### config.mk
export PLATFORM = sky130hd
export DESIGN_NAME = if_fetch
export DESIGN_NICKNAME = d
export VERILOG_FILES = /design/src/rtl/if_fetch.sv
export SDC_FILE = /design/constraint.sdc
export NUM_CORES = 1
export LEC_CHECK = 0
export CORE_MARGIN = 2
export CORE_UTILIZATION = 55
export DETAILED_ROUTE_END_ITERATION = 10
export DONT_BUFFER_PORTS = 1
export PLACE_DENSITY = 0.7
export SLEW_MARGIN = 25
export SYNTH_ARGS = -nofsm -noshare
export SYNTH_HDL_FRONTEND = slang
export SYNTH_SLANG_ARGS = --single-unit
### constraint.sdc
create_clock -name clk -period 3.7 [get_ports clk]
set_input_delay 0.37 -clock clk [delete_from_list [all_inputs] [get_ports clk]]
set_output_delay 0.37 -clock clk [all_outputs]
set_load 0.03 [all_outputs]
### src/rtl/if_fetch.sv
// Instruction fetch stage: one-entry output buffer feeding IF/ID, single outstanding imem read.
// Optional performance counters are enabled with `define IF_FETCH_PERF_EN.
module if_fetch #(
  parameter logic [31:0] RESET_PC = 32'h0000_0000
) (
  input  logic        clk,
  input  logic        reset,
  input  logic        stall,
  input  logic        branchTaken,
  input  logic [31:0] branchTarget,
  output logic        imemReq,
  output logic [31:0] imemAddr,
  input  logic        imemReady,
  input  logic [31:0] imemData,
  output logic [31:0] pcAdd4IF,
  output logic [31:0] instructionIF
`ifdef IF_FETCH_PERF_EN
  ,
  output logic [31:0] fetchCount,
  output logic [31:0] bubbleCount
`endif
);

  typedef enum logic [1:0] {
    ISSUE,
    WAIT,
    DROP
  } state_t;

  state_t      state, stateNext;
  logic [31:0] pc, pcNext;
  logic [31:0] reqAddr, reqAddrNext;
  logic        holdValid, holdValidNext;
  logic [31:0] holdInstr, holdInstrNext;
  logic [31:0] holdPcAdd4, holdPcAdd4Next;
  logic        canAccept;
  logic        consume;
  logic        capture;
  logic [31:0] captureAddr;

  always_comb begin
    canAccept      = !holdValid || !stall;
    consume        = holdValid && !stall;
    imemReq        = 1'b0;
    imemAddr       = pc;
    capture        = 1'b0;
    captureAddr    = pc;
    stateNext      = state;
    pcNext         = pc;
    reqAddrNext    = reqAddr;
    holdValidNext  = holdValid && !consume;
    holdInstrNext  = holdInstr;
    holdPcAdd4Next = holdPcAdd4;

    unique case (state)
      ISSUE: begin
        imemReq = canAccept && !branchTaken && !reset;
        if (imemReq) begin
          if (imemReady) begin
            capture = 1'b1;
          end else begin
            reqAddrNext = pc;
            stateNext   = WAIT;
          end
        end
      end
      WAIT: begin
        // The buffer was drained when this request was issued, so a capture here never overwrites.
        imemReq     = !reset;
        imemAddr    = reqAddr;
        captureAddr = reqAddr;
        if (imemReady) begin
          capture   = !branchTaken;
          stateNext = ISSUE;
        end else if (branchTaken) begin
          stateNext = DROP;
        end
      end
      DROP: begin
        imemReq  = !reset;
        imemAddr = reqAddr;
        if (imemReady) stateNext = ISSUE;
      end
      default: stateNext = ISSUE;
    endcase

    if (capture) begin
      holdValidNext  = 1'b1;
      holdInstrNext  = imemData;
      holdPcAdd4Next = captureAddr + 32'd4;
      pcNext         = captureAddr + 32'd4;
    end
    // A redirect flushes the buffer and wins over stall and any same-cycle capture.
    if (branchTaken) begin
      holdValidNext = 1'b0;
      pcNext        = branchTarget;
    end
  end

  always_ff @(posedge clk) begin
    if (reset) begin
      state      <= ISSUE;
      pc         <= RESET_PC;
      reqAddr    <= '0;
      holdValid  <= 1'b0;
      holdInstr  <= '0;
      holdPcAdd4 <= '0;
    end else begin
      state      <= stateNext;
      pc         <= pcNext;
      reqAddr    <= reqAddrNext;
      holdValid  <= holdValidNext;
      holdInstr  <= holdInstrNext;
      holdPcAdd4 <= holdPcAdd4Next;
    end
  end

  always_comb begin
    pcAdd4IF      = holdValid ? holdPcAdd4 : '0;
    instructionIF = holdValid ? holdInstr : '0;
  end

`ifdef IF_FETCH_PERF_EN
  always_ff @(posedge clk) begin
    if (reset) begin
      fetchCount  <= '0;
      bubbleCount <= '0;
    end else begin
      if (capture) fetchCount <= fetchCount + 32'd1;
      if (!stall && !holdValid) bubbleCount <= bubbleCount + 32'd1;
    end
  end
`endif

endmodule
-- After elaboration in Yosys (flattened, before gate mapping)
Cells that the tools add are included.
- bitwise gates (word level): 1
- $add $sub $neg: 1
- reductions and logical operators: 16
- equality and inequality tests: 6
- multiplexer cells: 18
- operator list (operator ; number):
    32-bit 2-to-1 mux ; 6
    32-bit by 3-bit adder with 32-bit output, second input constant ; 1
    2-bit 2-to-1 mux ; 5
    2-bit != test, second input constant ; 3
    2-bit one-hot mux with 3 select lines ; 1
    1-bit logical NOT ; 5
    1-bit logical AND ; 4
    1-bit 2-to-1 mux ; 4
    1-bit one-hot mux with 2 select lines ; 2
    4-bit AND reduction ; 1
    2-bit OR reduction ; 2
    3-bit != test, second input constant ; 1
    3-bit AND reduction ; 1
    2-bit by 1-bit == test with 1-bit output, second input constant ; 1
    2-bit == test, second input constant ; 1
    2-bit logical NOT ; 1
    2-bit nonzero test ; 1
    1-bit logical OR ; 1
    1-bit NOT ; 1
- input bits: 69
- flip-flop bits (word level): 131
- output and inout port bits: 97
- word-level logic and storage cells: 48

-- Depth between registers and ports, before layout
- depth after elaboration: 8
- gate-level depth with buffers: 15
- depth with buffers taken out: 11

-- Worst setup path after synthesis
No wires, ideal clock.
- path kind: flip-flop to flip-flop
- from: register state[1]
- to: register pc[26]
- period minus slack after synthesis: 3.103 ns
- cell stages (with the launch flop): 16
- slack: 0.597 ns
- setup time: 0.114 ns
- arrival: 2.988 ns
- buffers on the path: 4
- required time: 3.586 ns
- cells stage by stage: dfxtp_1 > inv_1 > ha_1 > buf_6 > buf_4 > buf_4 > buf_2 > mux2i_1 > inv_1 > ha_1 > nand4_1 > a22oi_4 > nand4_1 > nor3_2 > xor2_1 > a2111oi_0
- word-level cells in the longest chain between the ends: 5
- elaborated cells between the ends (all ways): 8
- those cells by class: add/sub (1); eq/ne (1); mux (4); reduce/logical (2)
- ends and longest elaborated chain (element ; RTL line ; source):
    start, declared ; 30 ; state_t state, stateNext;
    start signal, assigned ; 109 ; state <= stateNext;
    2-bit by 1-bit == test with 1-bit output ; 55 ; unique case (state)
    32-bit 2-to-1 mux ; 55 ;
    32-bit by 3-bit adder with 32-bit output ; 91 ; pcNext = captureAddr + 32'd4;
    32-bit 2-to-1 mux ; 87 ; if (capture) begin
    32-bit 2-to-1 mux ; 94 ; if (branchTaken) begin
    end signal, assigned ; 110 ; pc <= pcNext;
    end, declared ; 31 ; logic [31:0] pc, pcNext;
Parallel ways exist; a longest one is shown, timed or not. The select of a mux whose other input is x is not followed.
A chain may end at the register's enable or synchronous reset.

-- Worst setup path after layout
Ends and elaborated chain as after synthesis.

==> flow_summary.toml <==
[final_layout]
fin_util = 0.615
nets = 915
drive_gt1_frac = 0.116
multi_input_area_um2 = 4040
syn_to_final_growth_pct = 10.1
final.fill_count = 1153
antenna_cells = 0
regArea_um2 = 2620

[global_routing]
overflow = 0
grt_pass1_vias = 5666
grt_start_max_net_pins = 117
grt_pass1_wl_um = 30200
antenna_found_initial = 0
track_usage = 0.291

[clocking]
cts-root-buf = "clkbuf_16"
cts.path.max_buffers = 2
clk_pin_slew_ns = 0.06
cts-resized-gates = 0
cts_tree = "yes"
cts_hold_buf = 0
clk_latency_ns = 0.43
cts_setup_buffers = 0
clock_sink_count = 131
numCtsBuffers = 17
htreeDepth = 4

[drt]
drt-initial-drc-count = 548
wl_per_cell_um = 19.2
ant_nets = 0
vias = 6282
wl_um = 19700
viasPerCell = 6.12
drc = 0
drtPass1Iterations = 5

[synthesis]
ys_types = 59
syn_nets = 947
synth-main-ff-cell = "dfxtp_1"
synth_top_area_frac = 0.377
synth_top_cells_by_area = "dfxtp_1, nand2_1, a21oi_1"
synth_area_um2 = 6960
yosysSeqAreaShare = 0.377
synth_edf_count = 0
avgSynthCellArea_um2 = 7.98
yosys_warnings = 0
ys_seq_elements = 131
async_flop_share = 0
synth_top_area_cell = "dfxtp_1"
synth_cells = 873

[timing]
min_period_ns = 3.07
setup_tns_ns = 0
clock-skew-final_ns = 0.0238
hold_violations = 0
maxSlewViolCount = 0
setup_ws_ns = 0.627
tightest_slew_ns = 0.980
fmax_mhz = 325
rsz0062_at_grt = "no"
relSlewSlack = 0.344
post-route-period-util = 0.831
setup_viol = 0

[pwr]
power_density_nw_per_um2 = 482
ir_worst_vdd_mv = 0.349
power.leakage_nw = 2.72

[outcome]
status = "completed"

[worst_setup_path]
r2r-start = "state[1]"
worst_setup_path_end_kind = "register"
rrSetupSlack_ns = 0.63
r2r_end = "pc[26]"
crit_type = "register to register"
crit_required_ns = 4.00
cp_max_fo = 44
reg2reg_depth = 9
worstSetupStartpointType = "register"
arrival_ns = 3.37

[min_path]
hold_class = "input pin to register"
hp-start = "reset"
whs_path_depth = 1
hold_end = "holdPcAdd4[10]"

[floorplan]
core_area_um2 = 12500
die_h_um = 117
rows = 41
die-area_um2 = 13600
pin_count = 166
die_w_um = 117
initial_core_util = 0.559

[placement]
dp_slack_ns = 0.700
place.detailed.hpwl_um = 13700
place_congestion = 0.952
portBuffers = 0

[flow_run]
cap_violations = 0
## per-layer routing
| metal | track usage | vias up | share of wire |
|---|---|---|---|
| li1 | - | 2969 | - |
| met4 | 0.122 | 0 | 0.021 |
| met2 | 0.452 | 327 | 0.45 |
| met3 | 0.0846 | 33 | 0.097 |
| met1 | 0.382 | 2953 | 0.43 |
| met5 | 0 | - | 0 |
## power by group
group	switching (mW)	internal, mW	leakage [nW]
Combinational	0.222	0.113	1.34
Clock	0.634	1.21	0.313
Sequential	0.0535	1.46	1.06
Total	0.909	2.78	2.72
## layout by cell type, fill, tap and decap left out, types with 5 or more instances in the layout
master,netlist,final
a21oi_1,109,109
a22oi_1,5,5
a31oi_1,7,7
and2_1,68,68
and3_1,19,19
buf_4,3,12
bufinv_16,0,5
clkbuf_16,0,17
dfxtp_1,131,131
inv_1,11,11
mux2_2,37,37
mux2i_1,26,26
nand2_1,191,191
nand3_1,28,28
nand3b_1,9,9
nand4_1,9,9
nor2_1,24,24
nor3_1,7,6
o21ai_0,20,20
o22ai_1,20,20
xnor2_1,10,10
xor2_1,13,13
## worst max-delay path by stage
stage	from	to	cells past startpoint
floorplan	state[1]	pc[26]	15
global placement	state[1]	pc[26]	9
detailed placement	state[1]	pc[26]	11
CTS	state[1]	pc[26]	11
global route	state[1]	pc[26]	9
finish	state[1]	pc[26]	9
## synth_stat cells (10+ instances only)
library cell	number
nand2_1	191
dfxtp_1	131
a21oi_1	109
and2_1	68
clkbuf_1	51
mux2_2	37
nand3_1	28
mux2i_1	26
nor2_1	24
o21ai_0	20
o22ai_1	20
and3_1	19
xor2_1	13
inv_1	11
xnor2_1	10
## flip-flops by register name, summed over array words and instances (netlist names)
signal and cells:
holdInstr 32, holdValid 1, pc 32, reqAddr 32
holdPcAdd4 32, state 2
## worst max-delay path, stage by stage, from the launching register on
cell and delay (ns):
dfxtp_1 0.34, inv_1 0.09, ha_2 0.44, buf_4 0.52, nand3_1 0.16, a22oi_1 0.39
a21bo_2 0.28, nor3_2 0.24, xor2_1 0.10, a2111oi_0 0.36
## logic make-up after synthesis
group	after synthesis	share of synthesized area
AOI/OAI and AO/OA	197	0.171
xor gates and xnor gates	23	0.0289
adders and majority gates	5	0.00898
buffers and inverters	75	0.0456
DFF	131	0.377
muxes	64	0.0992
and+or+nand+nor	378	0.270
## area by class of cell
class / instances / share of cell area
clock inverters: 13 / 0.0269
repair buffers: 13 / 0.0131
flip-flops and latches: 131 / 0.342
multi-input cells: 667 / 0.527
well taps: 172 / 0.0281
inverters: 11 / 0.00539
clock buffers: 19 / 0.0578
## metrics by stage
step / power [mW] / hold WS (ns) / cell area (um^2) / instances
finish: 3.69 / 0.0193 / 7660 / 1026
global route: 3.81 / 0.000798 / 7660 / 1026
CTS: 3.71 / 0.00333 / 7650 / 1025
detailed placement: 1.87 / 0.436 / 7010 / 993
global placement: 1.86 / 0.428 / 7010 / 993
floorplan: 1.82 / 0.417 / 6960 / 873
(Power assumes the default switching activity.)
